## src/rtl/ifetch_pc_unit.sv

```systemverilog
// ifetch_pc_unit: owns the architectural PC, fetches the instruction at PC over
// a req/gnt/rvalid handshake, holds it for decode, then loads the next PC.
// Handles flush/redirect (including dropping an in-flight response), and halts
// with a sticky error on a misaligned PC load or a fetch timeout.
//
// Ports:
//   clk, rst_n            clock, synchronous active-low reset
//   imem_req/addr         fetch request and address (addr == pc)
//   imem_gnt              request accepted
//   imem_rvalid/rdata     response valid and instruction word
//   inst_valid/inst       held instruction for decode
//   inst_ready            decode consumes inst
//   pc, pc4               current PC and pc + 4
//   npc_valid, npc        next PC from next-PC logic
//   flush, flush_pc       redirect request and target
//   err, err_code         sticky error (01 misaligned, 10 timeout)
module ifetch_pc_unit #(
  parameter logic [31:0] RESET_PC = 32'h0000_0000,
  parameter int unsigned TIMEOUT  = 16
) (
  input  logic        clk,
  input  logic        rst_n,
  output logic        imem_req,
  output logic [31:0] imem_addr,
  input  logic        imem_gnt,
  input  logic        imem_rvalid,
  input  logic [31:0] imem_rdata,
  output logic        inst_valid,
  input  logic        inst_ready,
  output logic [31:0] inst,
  output logic [31:0] pc,
  output logic [31:0] pc4,
  input  logic        npc_valid,
  input  logic [31:0] npc,
  input  logic        flush,
  input  logic [31:0] flush_pc,
  output logic        err,
  output logic [1:0]  err_code
);

  localparam int unsigned CW = (TIMEOUT > 2) ? $clog2(TIMEOUT) : 1;

  localparam logic [2:0] S_REQ  = 3'd0;
  localparam logic [2:0] S_WAIT = 3'd1;
  localparam logic [2:0] S_HOLD = 3'd2;
  localparam logic [2:0] S_DROP = 3'd3;
  localparam logic [2:0] S_HALT = 3'd4;

  localparam logic [1:0] E_NONE  = 2'b00;
  localparam logic [1:0] E_ALIGN = 2'b01;
  localparam logic [1:0] E_TMO   = 2'b10;

  logic [2:0]    r_state;
  logic [31:0]   r_pc;
  logic [31:0]   r_inst;
  logic          r_err;
  logic [1:0]    r_err_code;
  logic [CW-1:0] r_cnt;

  logic [2:0]    w_state_nxt;
  logic [31:0]   w_pc_nxt;
  logic [31:0]   w_inst_nxt;
  logic          w_err_nxt;
  logic [1:0]    w_err_code_nxt;
  logic [CW-1:0] w_cnt_nxt;
  logic          w_waiting;
  logic          w_timeout;

  // Decoded outputs straight from registered state
  assign imem_req   = (r_state == S_REQ);
  assign inst_valid = (r_state == S_HOLD);
  assign imem_addr  = r_pc;
  assign pc         = r_pc;
  assign pc4        = r_pc + 32'd4;
  assign inst       = r_inst;
  assign err        = r_err;
  assign err_code   = r_err_code;

  // A response is outstanding in both WAIT and DROP; both share the timeout
  assign w_waiting = (r_state == S_WAIT) || (r_state == S_DROP);
  assign w_timeout = w_waiting && !imem_rvalid && (r_cnt == CW'(TIMEOUT - 1));

  // State register
  always_ff @(posedge clk) begin
    if (!rst_n) begin
      r_state    <= S_REQ;
      r_pc       <= RESET_PC;
      r_inst     <= 32'd0;
      r_err      <= 1'b0;
      r_err_code <= E_NONE;
      r_cnt      <= '0;
    end else begin
      r_state    <= w_state_nxt;
      r_pc       <= w_pc_nxt;
      r_inst     <= w_inst_nxt;
      r_err      <= w_err_nxt;
      r_err_code <= w_err_code_nxt;
      r_cnt      <= w_cnt_nxt;
    end
  end

  // Next-state logic: error halt > flush > normal flow
  always_comb begin
    w_state_nxt    = r_state;
    w_pc_nxt       = r_pc;
    w_inst_nxt     = r_inst;
    w_err_nxt      = r_err;
    w_err_code_nxt = r_err_code;
    w_cnt_nxt      = r_cnt;

    // Keep counting while a response is outstanding, also across a flush
    if (w_waiting && !imem_rvalid) begin
      w_cnt_nxt = r_cnt + CW'(1);
    end

    if (r_state == S_HALT) begin
      w_state_nxt = S_HALT;
    end else if (w_timeout) begin
      w_err_nxt      = 1'b1;
      w_err_code_nxt = E_TMO;
      w_state_nxt    = S_HALT;
    end else if (flush) begin
      if (flush_pc[1:0] != 2'b00) begin
        w_err_nxt      = 1'b1;
        w_err_code_nxt = E_ALIGN;
        w_state_nxt    = S_HALT;
      end else begin
        w_pc_nxt = flush_pc;
        case (r_state)
          S_REQ: begin
            // A granted request still owes a response that must be dropped
            if (imem_gnt) begin
              w_state_nxt = S_DROP;
              w_cnt_nxt   = '0;
            end
          end
          S_WAIT:  w_state_nxt = imem_rvalid ? S_REQ : S_DROP;
          S_HOLD:  w_state_nxt = S_REQ;
          S_DROP:  w_state_nxt = imem_rvalid ? S_REQ : S_DROP;
          default: w_state_nxt = S_HALT;
        endcase
      end
    end else begin
      case (r_state)
        S_REQ: begin
          if (imem_gnt) begin
            w_state_nxt = S_WAIT;
            w_cnt_nxt   = '0;
          end
        end
        S_WAIT: begin
          if (imem_rvalid) begin
            w_inst_nxt  = imem_rdata;
            w_state_nxt = S_HOLD;
          end
        end
        S_HOLD: begin
          if (inst_ready && npc_valid) begin
            if (npc[1:0] != 2'b00) begin
              w_err_nxt      = 1'b1;
              w_err_code_nxt = E_ALIGN;
              w_state_nxt    = S_HALT;
            end else begin
              w_pc_nxt    = npc;
              w_state_nxt = S_REQ;
            end
          end
        end
        S_DROP: begin
          if (imem_rvalid) begin
            w_state_nxt = S_REQ;
          end
        end
        default: w_state_nxt = S_HALT;
      endcase
    end
  end

endmodule

```

## config.mk

```make
export PLATFORM = sky130hd
export DESIGN_NAME = ifetch_pc_unit
export DESIGN_NICKNAME = d
export VERILOG_FILES = /design/src/rtl/ifetch_pc_unit.sv
export SDC_FILE = /design/constraint.sdc
export NUM_CORES = 1
export LEC_CHECK = 0
export CORE_MARGIN = 3
export CORE_UTILIZATION = 39
export DETAILED_ROUTE_END_ITERATION = 10
export PLACE_DENSITY = 0.82
export SYNTH_ARGS = -nofsm -noshare
export SYNTH_HDL_FRONTEND = slang
export SYNTH_SLANG_ARGS = --single-unit
```

## constraint.sdc

```tcl
create_clock -name clk -period 2.27 [get_ports clk]
set_input_delay 0.681 -clock clk [delete_from_list [all_inputs] [get_ports clk]]
set_output_delay 0.681 -clock clk [all_outputs]
set_load 0.005 [all_outputs]
```

======== After elaboration in Yosys (flattened, before gate mapping) ========
Index checks and enable logic that the tools add are counted.
operators by class
  shift operators ......................... 0
  magnitude comparators ................... 0
  $add $sub $neg .......................... 2
  equal/unequal tests ..................... 18
  divide/modulo/power cells ............... 0
  reductions and logical operators ........ 20
  bitwise gates (word level) .............. 4
  muxes and demuxes ....................... 37
  multipliers ............................. 0
operators with widths
  cell                                            number
  two-way mux 32 bit                              5
  adder 32 x 3 -> 32 bit (second input constant)  1
  two-way mux 3 bit                               10
  two-way mux 4 bit                               7
  AND reduction 5 bit                             4
  != test 5 x 1 -> 1 bit (second input constant)  3
  two-way mux 2 bit                               7
  != test 3 x 1 -> 1 bit (second input constant)  4
  case mux 3 bit (4 select lines)                 1
  != test 5 x 4 -> 1 bit (second input constant)  2
  case mux 3 bit (3 select lines)                 1
  nonzero test 3 bit                              3
  nonzero test 2 bit                              4
  == test 3 x 2 -> 1 bit (second input constant)  2
  two-way mux 1 bit                               6
  != test 3 bit (second input constant)           2
  AND reduction 6 bit                             1
  adder 4 x 1 -> 4 bit (second input constant)    1
  == test 4 bit (second input constant)           1
  != test 2 bit (second input constant)           2
  NOT 1 bit                                       4
  == test 3 x 1 -> 1 bit (second input constant)  1
  == test 3 bit (second input constant)           1
  logical AND 1 bit                               3
  5 further kinds                                 5
storage, ports and cells
  memory bits (read-only) ................. 0
  output and inout port bits .............. 133
  memories ................................ 0
  input bits .............................. 103
  RAM bits ................................ 0
  logic and storage cells ................. 88
  register bits ........................... 74
  bits in latches ......................... 0

======== Logic depth before layout (Yosys ltp) ========
Gate-level depths: netlist (run 1).
  depth in word-level cells ............... 10
  depth in mapped cells ................... 7

======== Least setup slack after synthesis (run 1) ========
No wires, ideal clock.
  path type ............................... reg-to-output
  start point ............................. reg r_pc[15], in the netlist imem_addr[15]
  end point ............................... out pc4[24]
  data required time ...................... 1589 ps
  data arrival time ....................... 1427 ps
  stages on the path, launching flop included .. 5
  slack ................................... 162 ps
  path through ............................ dfxtp_1 > and4_4 > nand4_4 > nor4_1 > xor2_1
between the ends
  cells in the longest elaborated chain, start to end .. 1
RTL lines
  item                      line  source
  start: declaration        54    logic [31:0] r_pc;
  start signal: assignment  94    r_pc <= w_pc_nxt;
  adder 32 x 3 -> 32 bit    74    assign pc4 = r_pc + 32'd4;
  end: declaration          32    output logic [31:0] pc4,
Every way passes these cells.

======== Final worst setup path (run 1) ========
  start point ............................. reg r_pc[11], in the netlist imem_addr[11]
  end point ............................... out pc4[25]
The elaborated chain is that of the path after synthesis.

==> impl_metrics.py, run 1 <==
metrics = {
    "clock_network": {
        "clock_latency_ns": 0.35,
        "cts.path.max_buffers": 2,
        "cts_made_buffers": 9,
        "cts.clk_slew.worst_paths_ns": 0.09,
        "cts_max_level": 3,
        "clock_sinks": 74,
        "cts.root.buffer_cell": "clkbuf_8",
        "cts_tree": "yes",
    },
    "run_status": {
        "status": "finished with violations",
        "violations": "negative setup slack",
    },
    "sta": {
        "skew_ns": 0.01609,
        "setup_violations": 20,
        "fin_crit_sh": 1.198,
        "final_max_slew_viol_count": 0,
        "period_minus_slack_ns": 2.720,
        "timing.hold.ws_ns": 0.4529,
        "rsz0062_at_grt": "yes",
        "fmax_mhz": 367.6,
        "worst_slack_ns": -0.4500,
        "tightest_slew_ns": 0.5723,
        "hold_violations": 0,
        "slew-limit-headroom": 0.6185,
    },
    "synthesis": {
        "synth.distinct_cells": 43,
        "async_flop_share": 0,
        "syn-num-nets": 574,
        "yosys_warnings": 0,
        "synth_edf_count": 0,
        "synth_flop_cell": "dfxtp_1",
        "seq_area_frac_synth": 0.3593,
        "synth-seq-cells": 74,
        "postSynthCellCount": 469,
        "syn_avg_cell_area_um2": 8.790,
        "synth_area_mm2": 0.004123,
    },
    "critical_path": {
        "critPathMaxFanout": 4,
        "cp-end-kind": "primary output",
        "critPathKind": "reg -> out",
        "required_ns": 1.59,
        "start_kind": "flop",
        "worstPathArrival_ns": 2.04,
        "r2r_cells": 5,
    },
    "power": {
        "power_leakage_nw": 3.529,
        "p_per_area_mw_per_mm2": 517.3,
        "vdd_ir_drop_max_mv": 0.4097,
    },
    "detailed_routing": {
        "ant_nets": 0,
        "drtIter0Drc": 243,
        "num_vias": 4764,
        "firstDrtPassIters": 5,
        "routedWlPerCell_um": 19.25,
        "via_per_inst": 5.335,
        "drc": 0,
        "routed_wl_um": 17190,
    },
    "global_routing": {
        "grt_max_degree": 37,
        "grt-ovfl-total": 0,
        "antenna_found_initial": 0,
        "track_usage": 0.2665,
        "grt_pass1_vias": 4714,
        "grt_pass1_wl_um": 24530,
    },
    "min_path": {
        "whs_path_depth": 2,
        "hold_path_class": "reg -> reg",
    },
    "place": {
        "gp_congestion": 0.8506,
        "postPlaceCellArea_mm2": 0.006787,
        "io_buffers": 235,
        "hpwl_um": 11550,
    },
    "run": {
        "cap_violations": 0,
    },
    "finish": {
        "syn_to_final_growth_pct": 85.46,
        "fill_cells": 636,
        "final_area_mm2": 0.007646,
        "drive_gt1_frac": 0.2789,
        "nets": 860,
        "diodes": 0,
    },
    "floorplan": {
        "core-area_mm2": 0.01004,
        "die_area_mm2": 0.01184,
        "start_util": 0.4104,
        "die_w_um": 108.8,
        "num_io_pins": 236,
        "die_height_um": 108.8,
        "fp-row-count": 36,
    },
}
flip-flops by register name (all words and copies together) (netlist names):
signal	count
err	1
err_code	2
imem_addr	32
inst	32
r_cnt	4
r_state	3
kinds of logic (layout without fill, tap and decap cells):
family | count (synthesis) | in the layout | share of synthesized area
and+or+nand+nor | 182 | 183 | 0.2228
AOI/OAI and AO/OA | 80 | 80 | 0.1678
DFF | 74 | 74 | 0.3593
buffers and inverters | 69 | 359 | 0.1029
xor gates and xnor gates | 31 | 31 | 0.06586
muxes | 31 | 31 | 0.07527
adders and majority gates | 2 | 2 | 0.006069
Yosys cell counts (4+ instances only):
| library cell | instances | area, µm² |
|---|---|---|
| buf_2 | 12 | 60.06 |
| xnor2_1 | 15 | 131.4 |
| and3_1 | 6 | 37.54 |
| xor2_1 | 16 | 140.1 |
| mux2i_1 | 31 | 310.3 |
| buf_4 | 34 | 255.2 |
| inv_1 | 5 | 18.77 |
| nor2_1 | 17 | 63.81 |
| and4_1 | 4 | 35.03 |
| a21boi_1 | 31 | 232.7 |
| nor3_1 | 5 | 25.02 |
| clkbuf_1 | 15 | 56.30 |
| nand3_1 | 41 | 205.2 |
| dfxtp_1 | 74 | 1481 |
| nor4_1 | 6 | 37.54 |
| nor4_2 | 4 | 50.05 |
| o211a_1 | 31 | 310.3 |
| nand4_1 | 7 | 43.79 |
| nand2_1 | 79 | 296.5 |
routing by layer:
layer	global-route usage	part of all wire	up-vias
li1	-	-	2181
met1	0.3004	0.37	2277
met2	0.4859	0.52	251
met3	0.04026	0.059	55
met4	0.1326	0.050	0
met5	0	0	-
power breakdown:
part | internal [mW] | total [mW] | leakage, nW | switching, mW
logic | 0.656 | 1.10 | 2.78 | 0.449
registers | 1.37 | 1.44 | 0.612 | 0.0754
clock network | 0.876 | 1.41 | 0.133 | 0.530
total | 2.90 | 3.96 | 3.53 | 1.05
cell type report:
type                            count  area [µm²]  share of cell area
Clock buffer                       10       137.6             0.01800
Timing Repair Buffer              338        3118              0.4078
Inverter                            5       18.77            0.002455
Clock inverter                      6       136.4             0.01784
Multi-Input combinational cell    327        2549              0.3333
Sequential cell                    74        1520              0.1988
Tap cell                          133       166.4             0.02176
critical path, stage by stage (launching register included):
cell and delay (ns):
dfxtp_2 0.37, buf_6 0.10, and4_4 0.27, nand2_8 0.07, buf_6 0.14, nor4_4 0.30
xor2_1 0.27, buf_2 0.16
final timing paths:
path | startpoint | to | slack, ns
setup reg to reg | r_cnt[0]$_SDFF_PN0_ | imem_addr[26]$_SDFFE_PN0P_ | 0.45
hold / removal | inst[20]$_SDFFE_PN0P_ | inst[20]$_SDFFE_PN0P_ | 0.45
hold reg to reg | inst[20]$_SDFFE_PN0P_ | inst[20]$_SDFFE_PN0P_ | 0.45
setup / recovery | imem_addr[11]$_SDFFE_PN0P_ | pc4[25] | -0.45
cell usage in the layout (no fill, tap or decap), types with 12 or more instances in the layout:
cell type	count
nand3_1	37
dfxtp_1	53
mux2i_1	31
buf_2	26
o211a_1	31
xor2_1	16
dfxtp_2	16
nand2_1	77
nor2_1	12
a21boi_1	31
buf_6	26
clkdlybuf4s50_1	205
buf_4	74
timing repair:
action                                  in CTS  in global routing
hold buffers                                 0                  0
hold endpoints to repair                     0                  0
pin swaps                                   44                 29
gates resized for setup                    189                 26
setup buffers                               27                 12
endpoints found under the setup margin      30                 32
gates cloned                                 1                  0
stage by stage:
stage | setup WS, ns | TNS [ns] | total power, mW | utilization | instances
after floorplan | 0.1624 | 0 | 1.858 | - | 469
after global placement | -0.3137 | -7.200 | 2.497 | 0.6756 | 843
after detailed placement | -0.4118 | -9.157 | 2.516 | 0.6756 | 843
after CTS | -0.3102 | -4.188 | 3.900 | 0.7485 | 886
after global routing | -0.4887 | -6.671 | 4.091 | 0.7612 | 893
final | -0.4500 | -5.163 | 3.955 | 0.7612 | 893
No activity file was read; power rests on OpenSTA's default activity.
==> inputs of run 2 (changes only) <==
--- a/config.mk
+++ b/config.mk
@@ -8,6 +8,7 @@
 export CORE_MARGIN = 3
 export CORE_UTILIZATION = 39
 export DETAILED_ROUTE_END_ITERATION = 10
+export HOLD_SLACK_MARGIN = 0.1
 export PLACE_DENSITY = 0.82
 export SYNTH_ARGS = -nofsm -noshare
 export SYNTH_HDL_FRONTEND = slang
==> results of run 2 <==
No change in the layout: final DEF, timing and power equal those of run 1.
==> inputs of run 3 (changes only) <==
--- a/config.mk
+++ b/config.mk
@@ -6,10 +6,11 @@
 export NUM_CORES = 1
 export LEC_CHECK = 0
 export CORE_MARGIN = 3
-export CORE_UTILIZATION = 39
+export CORE_UTILIZATION = 42
+export CTS_CLUSTER_SIZE = 30
 export DETAILED_ROUTE_END_ITERATION = 10
 export HOLD_SLACK_MARGIN = 0.1
-export PLACE_DENSITY = 0.82
+export PLACE_DENSITY = 0.87
 export SYNTH_ARGS = -nofsm -noshare
 export SYNTH_HDL_FRONTEND = slang
 export SYNTH_SLANG_ARGS = --single-unit
==> constraint.sdc (replaced) <==
create_clock -name clk -period 3.5 [get_ports clk]
set_input_delay 1.05 -clock clk [delete_from_list [all_inputs] [get_ports clk]]
set_output_delay 1.05 -clock clk [all_outputs]
set_load 0.005 [all_outputs]
==> run 3 against run 2 <==
  * Combinational power shrank 46%
  * The flow now finishes without violations
  * Clock power shrank 53%
  * Global-route usage is 1.4 points lower
  * Critical path type unchanged
  * Critical path depth fell by 2
  * Final area shrank 13%
  * Non-clock buffer count is 93 lower
  * Sequential power fell by 33%
  * Critical endpoint is now pc4[31]
  * Clock skew is 0.0020 ns lower
  * Via count down 8.9%
  * Routed wire length fell by 15%
==> impl_metrics.py, run 3 (synthesis results as in run 1) <==
metrics = {
    "finish": {
        "syn_to_final_growth_pct": 61.46,
        "final_cell_mix": "clkdlybuf4s50_1 (233), nand2_1 (78), dfxtp_1 (61)",
        "drive_gt1_frac": 0.09760,
        "final_common_cell": "clkdlybuf4s50_1",
        "diodes": 0,
        "nets": 767,
    },
    "critical_path": {
        "critPathMaxFanout": 7,
        "start_kind": "flop",
        "worstPathArrival_ns": 2.36,
        "cp-end-kind": "primary output",
        "startpoint": "imem_addr[24]$_SDFFE_PN0P_",
        "required_ns": 2.45,
        "r2r_cells": 4,
        "r2r_setup_slack_ns": 1.47,
        "r2r_start": "r_state[2]$_SDFFE_PN0P_",
        "critPathKind": "reg -> out",
        "crit_end": "pc4[31]",
        "reg2reg_to": "inst[31]$_SDFFE_PN0P_",
    },
    "detailed_routing": {
        "routed_wl_um": 14670,
        "drc": 0,
        "drtIter0Drc": 179,
        "routedWlPerCell_um": 18.46,
        "ant_nets": 0,
        "via_per_inst": 5.458,
        "num_vias": 4339,
        "firstDrtPassIters": 5,
    },
    "clock_network": {
        "postCtsSetupBuffers": 0,
        "clock_latency_ns": 0.35,
        "hold_buffers": 0,
        "cts_made_buffers": 9,
        "cts.clk_slew.worst_paths_ns": 0.08,
        "cts_max_level": 3,
        "clock_sinks": 74,
        "cts.path.max_buffers": 2,
        "cts.root.buffer_cell": "clkbuf_8",
        "cts_tree": "yes",
    },
    "global_routing": {
        "grt_pass1_wl_um": 22320,
        "antenna_found_initial": 0,
        "grt_max_degree": 33,
        "grt-ovfl-total": 0,
        "track_usage": 0.2524,
        "grt_pass1_vias": 4148,
    },
    "min_path": {
        "hold_path_class": "reg -> reg",
    },
    "run_status": {
        "status": "finished, final reports clean",
    },
    "sta": {
        "period_minus_slack_ns": 3.414,
        "worst_slack_ns": 0.08555,
        "fin_crit_sh": 0.9756,
        "setup_violations": 0,
        "timing.hold.ws_ns": 0.4532,
        "setup_tns_ns": 0,
        "tightest_slew_ns": 1.101,
        "final_max_slew_viol_count": 0,
        "skew_ns": 0.01412,
        "slew-limit-headroom": 0.2657,
        "fmax_mhz": 292.9,
        "hold_violations": 0,
    },
    "run": {
        "cap_violations": 0,
    },
    "power": {
        "p_per_area_mw_per_mm2": 333.1,
        "power_leakage_nw": 2.785,
        "fin_total_pwr_mw": 2.217,
        "vdd_ir_drop_max_mv": 0.1811,
    },
    "place": {
        "io_buffers": 235,
        "hpwl_um": 11060,
        "dp_slack_ns": 0.2576,
        "gp_congestion": 0.8775,
    },
    "floorplan": {
        "die_area_mm2": 0.01104,
        "fp-row-count": 35,
        "core-area_mm2": 0.009371,
        "num_io_pins": 236,
        "die_w_um": 105.1,
        "die_height_um": 105.1,
        "start_util": 0.4399,
    },
}
==> run 3: changes by cell type in the layout (fill, tap and decap cells not counted), moves of 8 or more <==
| cell | delta |
|---|---|
| buf_4 | -64 |
| clkdlybuf4s50_1 | +28 |
| buf_6 | -26 |
| buf_2 | -24 |
| dfxtp_1 | +8 |
==> run 3: final cells by class <==
type                            instances  area, µm²
Clock inverter                          5      55.05
Multi-Input combinational cell        327       2369
Fill cell                             707       2715
Clock buffer                           10      137.6
Timing Repair Buffer                  245       2417
Sequential cell                        74       1498
Tap cell                              129      161.4
Inverter                                5      18.77
==> run 3: per-stage QoR <==
step                utilization  std cells  area (µm²)
CTS                      0.6967        794        6529
detailed placement       0.6729        779        6306
global route             0.7103        795        6656
global placement         0.6729        779        6306
finish                   0.7103        795        6656
floorplan                     -        469        4123
==> run 3: per-layer routing <==
layer	track usage	part of all wire	vias up
met5	0	0	-
met4	0.1172	0.041	0
met3	0.06300	0.069	44
met2	0.4285	0.50	225
met1	0.2982	0.39	2073
li1	-	-	1997
==> run 3: worst min path at each step <==
stage | cells after the start | from | endpoint
detailed placement | 2 | inst[16]$_SDFFE_PN0P_ | inst[16]$_SDFFE_PN0P_
CTS | 2 | inst[8]$_SDFFE_PN0P_ | inst[8]$_SDFFE_PN0P_
global placement | 2 | inst[20]$_SDFFE_PN0P_ | inst[20]$_SDFFE_PN0P_
finish | 2 | inst[14]$_SDFFE_PN0P_ | inst[14]$_SDFFE_PN0P_
floorplan | 2 | inst[10]$_SDFFE_PN0P_ | inst[10]$_SDFFE_PN0P_
global route | 2 | inst[16]$_SDFFE_PN0P_ | inst[16]$_SDFFE_PN0P_
==> run 3: what timing repair did <==
item                                    CTS  global route
cloned                                    0             1
pin swaps                                 0             2
resized for setup                        12            23
endpoints found under the setup margin   12            16
hold endpoints to repair                  0             0
==> run 3: power breakdown <==
| group | total (mW) | switching [mW] | internal (mW) |
|---|---|---|---|
| clock | 0.657 | 0.315 | 0.342 |
| combinational | 0.589 | 0.218 | 0.371 |
| sequential | 0.971 | 0.0841 | 0.887 |
| total | 2.22 | 0.617 | 1.60 |
==> run 3: worst max-delay path, stage by stage (launching register included) <==
cell	delay, ns
dfxtp_1	0.51
and4_1	0.36
nand3_1	0.13
nor4_2	0.33
xor2_1	0.17
clkdlybuf4s50_1	0.53
